===== src/rtl/CPU_profile.sv =====
// Shared CPU-wide types and constants used by the unified-memory arbiter.
package CPU_profile;

    localparam int unsigned XLEN          = 32;
    localparam int unsigned MEM_ARB_NUM_M = 2;

    typedef enum logic [1:0] {
        IDLE,
        WAIT,
        RESP
    } arb_state_e;

    typedef struct packed {
        logic            we;
        logic [XLEN-3:0] word_addr;
        logic [XLEN-1:0] wdata;
        logic [3:0]      wstrb;
    } mem_req_t;

endpackage


===== src/rtl/rr_pick2.sv =====
// Two-way round-robin picker: a lone requester always wins, a tie goes to
// whichever requester did not win last time.
module rr_pick2 (
    input  logic [1:0] valid,
    input  logic       last_gnt,
    output logic       gnt,
    output logic       any
);

    always_comb begin
        any = |valid;
        gnt = (valid == 2'b11) ? ~last_gnt : valid[1];
    end

endmodule


===== src/rtl/mem_port_arbiter.sv =====
// Round-robin arbiter sharing one single-port memory between the IF (M0) and
// LSU (M1) requesters, one access outstanding, with out-of-range rejection.
module mem_port_arbiter
    import CPU_profile::*;
#(
    parameter int unsigned XLEN      = CPU_profile::XLEN,
    parameter int unsigned MEM_WORDS = 65536,
    parameter int unsigned RD_LAT    = 1
) (
    input  logic                                ACLK,
    input  logic                                ARESETn,
    input  logic [MEM_ARB_NUM_M-1:0]            m_req_valid,
    output logic [MEM_ARB_NUM_M-1:0]            m_req_ready,
    input  logic [MEM_ARB_NUM_M-1:0]            m_req_we,
    input  logic [MEM_ARB_NUM_M-1:0][XLEN-1:0]  m_req_addr,
    input  logic [MEM_ARB_NUM_M-1:0][XLEN-1:0]  m_req_wdata,
    input  logic [MEM_ARB_NUM_M-1:0][3:0]       m_req_wstrb,
    output logic [MEM_ARB_NUM_M-1:0]            m_resp_valid,
    output logic [XLEN-1:0]                     m_resp_rdata,
    output logic                                m_resp_err,
    output logic                                mem_cs,
    output logic [3:0]                          mem_we,
    output logic [XLEN-3:0]                     mem_addr,
    output logic [XLEN-1:0]                     mem_wdata,
    input  logic [XLEN-1:0]                     mem_rdata
);

    if (RD_LAT < 1 || RD_LAT > 4) begin : g_bad_rd_lat
        $error("mem_port_arbiter: RD_LAT must be within 1..4");
    end
    if (XLEN != CPU_profile::XLEN) begin : g_bad_xlen
        $error("mem_port_arbiter: XLEN must match CPU_profile::XLEN");
    end

    arb_state_e      state, state_nxt;
    logic [1:0]      lat_cnt, lat_nxt;
    logic            last_gnt;
    logic            gnt;
    logic            any;
    logic            hs;
    logic [XLEN-1:0] sel_word;
    logic            req_err;
    mem_req_t        req_q;
    logic            gnt_q;
    logic            err_q;
    logic            cs_q;

    rr_pick2 u_pick (
        .valid    (m_req_valid),
        .last_gnt (last_gnt),
        .gnt      (gnt),
        .any      (any)
    );

    always_comb begin
        m_req_ready = '0;
        state_nxt   = state;
        lat_nxt     = lat_cnt;
        hs          = 1'b0;
        sel_word    = m_req_addr[gnt] >> 2;
        req_err     = (sel_word >= XLEN'(MEM_WORDS));
        unique case (state)
            IDLE: begin
                if (any) begin
                    m_req_ready[gnt] = 1'b1;
                    hs               = 1'b1;
                    if (!m_req_we[gnt] && !req_err) begin
                        state_nxt = WAIT;
                        lat_nxt   = 2'(RD_LAT - 1);
                    end else begin
                        state_nxt = RESP;
                    end
                end
            end
            WAIT: begin
                if (lat_cnt == '0) state_nxt = RESP;
                else               lat_nxt   = lat_cnt - 2'd1;
            end
            RESP:    state_nxt = IDLE;
            default: state_nxt = IDLE;
        endcase
    end

    // Read data lands during RESP; it is registered there together with the
    // response strobe, so the requester sees it the following cycle.
    always_ff @(posedge ACLK) begin
        if (!ARESETn) begin
            state        <= IDLE;
            lat_cnt      <= '0;
            last_gnt     <= 1'b1;
            req_q        <= '0;
            gnt_q        <= 1'b0;
            err_q        <= 1'b0;
            cs_q         <= 1'b0;
            m_resp_valid <= '0;
            m_resp_rdata <= '0;
            m_resp_err   <= 1'b0;
        end else begin
            state        <= state_nxt;
            lat_cnt      <= lat_nxt;
            cs_q         <= 1'b0;
            m_resp_valid <= '0;
            if (hs) begin
                req_q.we        <= m_req_we[gnt];
                req_q.word_addr <= sel_word[XLEN-3:0];
                req_q.wdata     <= m_req_wdata[gnt];
                req_q.wstrb     <= m_req_wstrb[gnt];
                gnt_q           <= gnt;
                err_q           <= req_err;
                cs_q            <= !req_err;
            end
            if (state == RESP) begin
                m_resp_valid[gnt_q] <= 1'b1;
                m_resp_rdata        <= (req_q.we || err_q) ? '0 : mem_rdata;
                m_resp_err          <= err_q;
                last_gnt            <= gnt_q;
            end
        end
    end

    always_comb begin
        mem_cs    = cs_q;
        mem_we    = (cs_q && req_q.we) ? req_q.wstrb : 4'b0000;
        mem_addr  = req_q.word_addr;
        mem_wdata = req_q.wdata;
    end

endmodule


===== config.mk =====
export PLATFORM = sky130hd
export DESIGN_NAME = mem_port_arbiter
export DESIGN_NICKNAME = d
export VERILOG_FILES = /design/src/rtl/CPU_profile.sv /design/src/rtl/rr_pick2.sv /design/src/rtl/mem_port_arbiter.sv
export SDC_FILE = /design/constraint.sdc
export NUM_CORES = 1
export LEC_CHECK = 0
export CAP_MARGIN = 15
export CORE_MARGIN = 2
export CORE_UTILIZATION = 35
export CTS_BUF_LIST = sky130_fd_sc_hd__clkbuf_8 sky130_fd_sc_hd__clkbuf_16
export DETAILED_ROUTE_END_ITERATION = 10
export PLACE_DENSITY = 0.85
export RECOVER_POWER = 100
export SYNTH_ARGS = -nofsm -noshare
export SYNTH_HDL_FRONTEND = slang
export SYNTH_SLANG_ARGS = --single-unit

===== constraint.sdc =====
create_clock -name ACLK -period 1.4 [get_ports ACLK]
set_input_delay 0.14 -clock ACLK [delete_from_list [all_inputs] [get_ports ACLK]]
set_output_delay 0.14 -clock ACLK [all_outputs]
set_load 0.02 [all_outputs]

==> results of run 1 <==
==> cells in the final DEF (no fill, tap or decap), drive strengths merged, types with 2 or more instances in the layout <==
| master | n |
|---|---|
| and3 | 5 |
| a22o | 32 |
| nor2b | 3 |
| nor4 | 6 |
| o211a | 48 |
| inv | 7 |
| a22oi | 19 |
| nand2 | 75 |
| mux2i | 49 |
| buf | 60 |
| nand4 | 2 |
| dlymetal6s2s | 2 |
| dlygate4sd2 | 101 |
| dfxtp | 110 |
| clkinv | 4 |
| clkdlybuf4s15 | 4 |
| a21oi | 2 |
| nand3 | 2 |
| nor2 | 6 |
| clkbuf | 14 |
| nor3 | 2 |
| o21ai | 3 |
| a21boi | 21 |
| o31ai | 2 |
| clkdlybuf4s50 | 163 |
| nand3b | 2 |
==> power breakdown <==
group / total (uW) / switching [uW] / internal (uW)
logic: 2230 / 994 / 1240
registers: 3500 / 129 / 3370
clock network: 2570 / 1300 / 1270
total: 8300 / 2420 / 5880
==> worst register-to-register path: cells and delay by family (launching register included) <==
kind	cells	cell delay (ps)
AO/OA/AOI/OAI	2	290
buffers and inverters	3	490
flip-flops	1	370
multiplexers	1	180
AND/OR/NAND/NOR	1	80
==> worst min-delay path by stage <==
stage                             to  cells past startpoint  slack [ps]           start
floorplan           m_resp_rdata[12]                      1         270   mem_rdata[12]
global placement       mem_wdata[14]                      2         440   mem_wdata[14]
detailed placement     mem_wdata[23]                      2         440   mem_wdata[23]
CTS                  m_resp_valid[0]                      4         220         ARESETn
global route            mem_addr[18]                      4         240  m_req_addr[20]
finish                  mem_addr[18]                      4         210  m_req_addr[20]
==> flip-flops by register name, summed over array words and instances, names as in the netlist <==
name	flops
err_q	1
gnt_q	1
last_gnt	1
lat_cnt	2
m_resp_err	1
m_resp_rdata	32
m_resp_valid	2
mem_addr	30
mem_cs	1
mem_wdata	32
req_q	5
state	2
==> metal layers <==
layer,global-route usage (%),vias up,share of wire (%),routed length (um)
li1,-,2238,-,-
met1,19.9,2154,37,5870
met2,34.8,195,51,8000
met3,7.06,18,9.9,1560
met4,6.75,0,1.5,234
met5,0,-,0,0
==> final cells by class <==
cell class,instances,area [um2]
clock inverter,7,75.1
fill,1170,5490
timing repair buffer,335,3440
inverter,4,15.0
tap,180,225
multi-input combinational,288,2250
sequential,110,2210
clock buffer,9,225
==> through the flow <==
stage	power [uW]	TNS (ps)	cell area [um2]	hold slack, ps
2_1_floorplan	4720	-17.4	5000	266
3_5_place_dp	5710	-28790	7720	442
3_3_place_gp	5670	-27580	7720	436
4_1_cts	8310	-5510	8230	223
6_report	8300	-3860	8440	214
5_1_grt	8690	-11540	8440	244
==> cell families (layout without fill, tap and decap cells) <==
| logic type | count (synthesis) | after routing | synth area share (%) |
|---|---|---|---|
| AOI/OAI and AO/OA | 130 | 130 | 22.9 |
| muxes | 49 | 49 | 9.82 |
| buffers and inverters | 104 | 355 | 13.3 |
| adders and majority gates | 1 | 1 | 0.250 |
| and+or+nand+nor | 108 | 108 | 9.69 |
| DFF | 110 | 110 | 44.1 |
==> timing repair <==
item	4_1_cts	5_1_grt
setup endpoints to repair	179	108
pin swaps	6	9
gates cloned	5	6
gates resized for setup	153	21
buffers inserted	8	6
==> impl_metrics.ini, run 1 <==
[outcome]
status = finished with violations
violations = negative setup slack

[place]
io_buffer_count = 273
dp_hpwl_um = 11000
gp_congestion = 0.782
pre_cts_ws_ps = -527
placed_cells = 894

[critical_path]
cp.required_ps = 1650
cp_slowest_stage_delay_ps = 370
cp-end-kind = register
critPathLaunch = last_gnt
critical_path_class = register to register
r2r_start = last_gnt
crit_chain = a21boi_4 -> buf_6 -> buf_12 -> clkbuf_16 -> mux2i_1 -> nand2_1 -> o211a_1
reg2reg_to = mem_addr[6]
worstSetupEndpoint = mem_addr[6]
crit_cells = 7
rrSetupSlack_ps = -100
start_kind = register
slowest_stage = dfxtp_4
cpLargestDelayFamily = buffers and inverters
cp_max_fo = 10
cp_num_buf_inv = 3
reg2regPathDepth = 7
cp.arrival_ps = 1750

[sta]
fin_worst_skew_ps = 11.3
fin_crit_ps = 1500
layout_worst_path_cycle_share_pct = 107
worstMarginPinSlew_ps = 369
report.final.hold_viol_count = 0
fmax_mhz = 668
finalSetupViolCount = 91
relSlewSlack_pct = 75.4
setup_slack_ps = -96.9
rsz0062_at_grt = yes
drv_slew = 0

[synthesis]
yosys.area.top_type = dfxtp_1
syn_inst = 502
yosysTopAreaCellShare_pct = 44.1
synth_flop_cell = dfxtp_1
yosys_register_bits = 110
synth_nets = 677
avgSynthCellArea_um2 = 9.95
synth-edff-count = 0
synthArstFlopShare_pct = 0
synth_area_leaders = dfxtp_1, mux2i_1, buf_4
yosysMostFrequentCell = dfxtp_1
synthTopCellsByCount = dfxtp_1, nand2_1, buf_4, mux2i_1, o211a_1
ys_types = 36
syn_area_um2 = 4990
yosys_warnings = 0
yosysSeqAreaShare_pct = 44.1

[global_routing]
grt_pass1_wl_um = 22400
antenna_found_initial = 0
grt_max_degree = 42
grt_overflow = 0
grt_usage_pct = 19.0
grt_pass1_vias = 4493

[cts]
clkLatencyLatePin_ps = 350
cts_buffers = 9
clkTransAtPathRegs_ps = 80
clockBufferDepth = 2
clock_sinks = 110
cts_tree = yes
cts_root_buffer = clkbuf_16
holdBufCountCts = 0
cts_max_level = 3

[run]
drv_cap = 0

[layout]
fin_util_pct = 60.6
final_net_count = 923
drive_above_1_share_pct = 14.9
layout.cells.non_filler = 933
area_growth_pct = 69.0
antenna_cells = 0

[floorplanning]
ios = 278
core-area_um2 = 13900
rows = 43
die_width_um = 123
die_area_um2 = 15200
die_h_um = 123
initial_core_util_pct = 35.8

[hold_path]
hold_path.class = input port to register

[routing]
drc_errors = 0
ant_nets = 0
firstDrtPassIters = 4
avgViaCountPerCell = 4.94
via_count = 4605
wl_per_cell_um = 16.8
drtIter0Drc = 179
drt-total-wl_um = 15700

[power_and_ir_drop]
ir_worst_vdd_uv = 727
power_leakage_uw = 0.00412
powerDensity_nw_per_um2 = 984
Power figures use the tool's default switching activity.
==> inputs of run 2 (changes only) <==
--- a/config.mk
+++ b/config.mk
@@ -10,6 +10,7 @@
 export CORE_UTILIZATION = 35
 export CTS_BUF_LIST = sky130_fd_sc_hd__clkbuf_8 sky130_fd_sc_hd__clkbuf_16
 export DETAILED_ROUTE_END_ITERATION = 10
+export MAX_ROUTING_LAYER = met4
 export PLACE_DENSITY = 0.85
 export RECOVER_POWER = 100
 export SYNTH_ARGS = -nofsm -noshare
==> run 2 against run 1 <==
Effect of this change: clock skew about the same; die area unchanged; critical path type unchanged; critical path depth did not move; flip-flop and latch count stayed put; hold slack better by 17 ps; the flow still finishes with violations (negative setup slack); highest routed layer unchanged; clock power is essentially flat.
==> impl_metrics.ini, run 2 (synthesis results as in run 1) <==
[outcome]
status = finished with violations
violations = negative setup slack

[critical_path]
cp.arrival_ps = 1750
cp_max_fo = 5
cpLargestDelayFamily = buffers and inverters
cp_slowest_stage_delay_ps = 360
cp-end-kind = register
start_kind = register
slowest_stage = dfxtp_4
cpMostUsedCell = buf_8
critical_path_class = register to register
cp_num_buf_inv = 3
cp.required_ps = 1640
crit_chain = a21boi_4 -> buf_8 -> clkbuf_16 -> buf_8 -> mux2i_1 -> nand2_1 -> o211a_1

[power_and_ir_drop]
seq_power_share_pct = 41.4
switching_power_uw = 2490
powerDensity_nw_per_um2 = 973
swShare_pct = 29.4
p_clk_share_pct = 30.4
power_leakage_uw = 0.00422
p_int_uw = 5970
combPwrFrac_pct = 28.2
ir_worst_vdd_uv = 723

[global_routing]
grt_pass1_vias = 4493
grt_overflow = 0
grt_usage_pct = 19.7
grt_max_degree = 42
antenna_found_initial = 0
grt_pass1_wl_um = 22400

[cts]
clockBufferDepth = 2
clkLatencyLatePin_ps = 350
holdBufCountCts = 0
cts_tree = yes
cts_root_buffer = clkbuf_16
clkTransAtPathRegs_ps = 80
clock_sinks = 110
cts_max_level = 3
cts_buffers = 9

[floorplanning]
core-area_um2 = 13900
die_h_um = 123
die_area_um2 = 15200
die_width_um = 123
ios = 278
initial_core_util_pct = 35.8
rows = 43

[place]
placed_cells = 894
place_area_um2 = 7720
gp_congestion = 0.793
io_buffer_count = 273
dp_hpwl_um = 11000

[layout]
fin_area_um2 = 8690
fillerInstances = 1120
mostFrequentLayoutCell = clkdlybuf4s50_1
antenna_cells = 0
multi_input_area_um2 = 2320
drive_above_1_share_pct = 17.7
regArea_um2 = 2210
area_growth_pct = 74.0
final_cell_mix = clkdlybuf4s50_1, dfxtp_1, dlygate4sd2_1
layout.cells.non_filler = 941
final_net_count = 931

[sta]
layout_worst_path_cycle_share_pct = 108
finalSetupViolCount = 83
fin_worst_skew_ps = 11.6
drv_slew = 0
worstMarginPinSlew_ps = 377
report.final.hold_viol_count = 0
fin_crit_ps = 1510
fin_setup_tns_ps = -4150
setup_slack_ps = -106
rsz0062_at_grt = yes
relSlewSlack_pct = 74.9
fmax_mhz = 664

[routing]
drtIter0Drc = 192
avgViaCountPerCell = 4.99
ant_nets = 0
drt-total-wl_um = 16400
drc_errors = 0
firstDrtPassIters = 4
via_count = 4697
wl_per_cell_um = 17.5

[run]
drv_cap = 0

[hold_path]
hold_path.class = input port to register
run 2: changes by cell type in the layout (fill, tap and decap cells not counted), sizes merged:
| cell | delta |
|---|---|
| buf | +5 |
| clkbuf | +3 |
| clkdlybuf4s50 | -1 |
| dlymetal6s2s | +1 |
run 2: layout make-up:
class | count | area share, %
tap | 180 | 2.59
inverter | 4 | 0.173
timing repair buffer | 343 | 41.7
clock buffer | 9 | 2.59
sequential | 110 | 25.4
clock inverter | 7 | 0.864
multi-input combinational | 288 | 26.7
run 2: path summary, 6_finish.rpt:
check                                    start             to  slack, ps  depth (start not counted)
worst max-delay path                  last_gnt   mem_addr[10]       -110                          7
worst min-delay path            m_req_addr[50]   mem_addr[16]        230                          4
worst max register to register        last_gnt   mem_addr[10]       -110                          7
worst min register to register   mem_wdata[31]  mem_wdata[31]        450                          2
run 2: power by group through the flow:
stage	registers [uW]	logic, uW	clock network, uW
6_report	3500	2390	2570
5_1_grt	3530	2540	2770
3_3_place_gp	3570	2100	0
2_1_floorplan	3600	1120	0
4_1_cts	3500	2160	2650
3_5_place_dp	3580	2120	0
run 2: routing by layer:
layer | track usage, % | up-vias | share of wire (%)
met2 | 34.8 | 198 | 51
met1 | 20.5 | 2220 | 38
met5 | - | - | 0
li1 | - | 2257 | -
met4 | 6.68 | 0 | 1.9
met3 | 6.37 | 22 | 8.5
run 2: what timing repair did:
action                                  4_1_cts  5_1_grt
endpoints found under the setup margin      179      108
pin swaps                                     6       37
setup buffers                                 8       11
cloned                                        5       10
resized for setup                           153       56
run 2: metrics by stage:
stage	util (%)	setup WS, ps	hold slack [ps]	power, uW
detailed placement	55.4	-527	442	5710
global route	62.4	-150	239	8840
global placement	55.4	-509	436	5670
finish	62.4	-106	231	8460
CTS	59.0	-114	223	8310
floorplan	-	-8.70	266	4720
run 2: tightest hold or removal path: cells and delay by family:
kind,cells,cell delay (ps)
buffers and inverters,1,130
AO/OA/AOI/OAI,1,130
multiplexers,1,90
AND/OR/NAND/NOR,1,60
==> inputs of run 3 (changes only) <==
--- a/config.mk
+++ b/config.mk
@@ -7,11 +7,13 @@
 export LEC_CHECK = 0
 export CAP_MARGIN = 15
 export CORE_MARGIN = 2
-export CORE_UTILIZATION = 35
+export CORE_UTILIZATION = 40
 export CTS_BUF_LIST = sky130_fd_sc_hd__clkbuf_8 sky130_fd_sc_hd__clkbuf_16
 export DETAILED_ROUTE_END_ITERATION = 10
+export DONT_BUFFER_PORTS = 1
+export HOLD_SLACK_MARGIN = 0.05
 export MAX_ROUTING_LAYER = met4
-export PLACE_DENSITY = 0.85
+export PLACE_DENSITY = 0.64
 export RECOVER_POWER = 100
 export SYNTH_ARGS = -nofsm -noshare
 export SYNTH_HDL_FRONTEND = slang
==> run 3 against run 2 <==
Effect of this change: the flow finishes with violations (negative hold slack, negative setup slack); clock power about the same; via count fell by 19%; sequential share of layout area is 9.0 points higher; global-route usage shrank 0.11 points; combinational power down 41%; non-clock buffer count down 253; maximum frequency is 4.2% lower; first-iteration DRC count fell by 4.7%; setup slack lost 66 ps; critical endpoint is now lat_cnt[0]; largest cell class is now multi-input gates; largest power group unchanged.
==> impl_metrics.ini, run 3 (synthesis results as in run 1) <==
[floorplanning]
die_area_um2 = 13400
initial_core_util_pct = 41.2
die_width_um = 116
core-area_um2 = 12100
ios = 278
rows = 40
die_h_um = 116

[routing]
drt-total-wl_um = 14200
wl_per_cell_um = 21.1
via_count = 3825
avgViaCountPerCell = 5.66
drc_errors = 0
ant_nets = 0
firstDrtPassIters = 5
drtIter0Drc = 183

[sta]
fmax_mhz = 636
worstMarginPinSlew_ps = 451
fin_setup_tns_ps = -7500
fin_crit_ps = 1570
layout_worst_path_cycle_share_pct = 112
finalSetupViolCount = 105
setup_slack_ps = -172
drv_slew = 0
rsz0062_at_grt = yes
fin_worst_skew_ps = 5.87
report.final.hold_viol_count = 75
whs_ps = -75.6
relSlewSlack_pct = 69.7

[cts]
cts_max_level = 3
cts_root_buffer = clkbuf_16
clkLatencyLatePin_ps = 350
clock_sinks = 110
clkTransAtPathRegs_ps = 80
cts_buffers = 9
holdBufCountCts = 34
cts_tree = yes
clockBufferDepth = 2

[layout]
fin_area_um2 = 6410
antenna_cells = 0
fillerInstances = 1032
regArea_um2 = 2210
area_growth_pct = 28.4
layout.cells.non_filler = 676
drive_above_1_share_pct = 24.6
mostFrequentLayoutCell = dfxtp_1
final_net_count = 678
multi_input_area_um2 = 2370
final_cell_mix = dfxtp_1, nand2_1, o211a_1

[critical_path]
rrSetupSlack_ps = -170
cp_max_fo = 3
start_kind = register
cp-end-kind = register
critical_path_class = register to register
cp.arrival_ps = 1800
cp.required_ps = 1630

[hold_path]
hold_path.class = input port to register

[place]
pre_cts_ws_ps = -152
place_area_um2 = 4830
io_buffer_count = 0
placed_cells = 591
gp_congestion = 0.828
dp_hpwl_um = 7900

[power_and_ir_drop]
power_uw = 7840
powerDensity_nw_per_um2 = 1220
power_leakage_uw = 0.00289
ir_worst_vdd_uv = 566

[global_routing]
grt_pass1_vias = 3653
grt_overflow = 0
grt_pass1_wl_um = 19200
grt_usage_pct = 19.6
antenna_found_initial = 0
grt_max_degree = 81

[outcome]
status = finished with violations
violations = negative hold slack, negative setup slack

[run]
drv_cap = 0
[run 3: cell count changes in the layout (fill, tap and decap cells not counted), moves of 7 or more]
| cell | before | now |
|---|---|---|
| buf_4 | 28 | 12 |
| nand2_4 | 1 | 11 |
| dlygate4sd3_1 | 0 | 34 |
| a22oi_2 | 11 | 4 |
| nand2_1 | 72 | 48 |
| dlygate4sd2_1 | 101 | 0 |
| nand2_2 | 2 | 16 |
| clkdlybuf4s50_1 | 162 | 0 |
| a22oi_1 | 8 | 15 |
[run 3: path summary, 6_finish.rpt]
path,startpoint,cells after the start,endpoint
worst max-delay path,state[0],5,lat_cnt[0]
worst min-delay path,ARESETn,2,state[1]
worst max register to register,state[0],5,lat_cnt[0]
worst min register to register,req_q[3],2,req_q[3]
[run 3: what timing repair did]
item,in CTS,in global routing
gates resized for setup,30,69
gates cloned,14,6
pin swaps,7,33
setup buffers,13,6
endpoints found under the hold margin,109,77
endpoints found under the setup margin,52,108
[run 3: routing by layer]
layer  wire length, um  global-route usage, %  vias up  part of all wire, %
met1              5500                   20.7     1844                   39
met2              7360                   34.9      204                   52
li1                  -                      -     1757                    -
met5                 0                      -        -                    0
met3              1120                   4.97       20                  7.9
met4               259                   7.78        0                  1.8
[run 3: area by class of cell]
| type | count | area share, % |
|---|---|---|
| Clock buffer | 9 | 3.51 |
| Clock inverter | 7 | 1.37 |
| Inverter | 4 | 0.234 |
| Multi-Input combinational cell | 288 | 37.0 |
| Sequential cell | 110 | 34.4 |
| Tap cell | 168 | 3.28 |
| Timing Repair Buffer | 90 | 20.2 |
[run 3: where the power goes]
| part | internal, uW | switching [uW] | leakage [uW] |
|---|---|---|---|
| combinational | 820 | 604 | 0.00183 |
| clock | 1290 | 1300 | 0.000148 |
| sequential | 3380 | 455 | 0.000907 |
[run 3: worst max-delay path, cell delays in order, from the launching register on]
cell and delay, ps:
dfxtp_2 330, or2_4 270, buf_4 140, or4_4 480, o32ai_4 130, o31ai_1 110
[run 3: stage by stage]
| stage | hold slack, ps | utilization, % |
|---|---|---|
| floorplan | 266 | - |
| CTS | -107 | 50.2 |
| global route | -104 | 52.9 |
| detailed placement | 270 | 39.9 |
| global placement | 269 | 39.9 |
| finish | -75.6 | 52.9 |
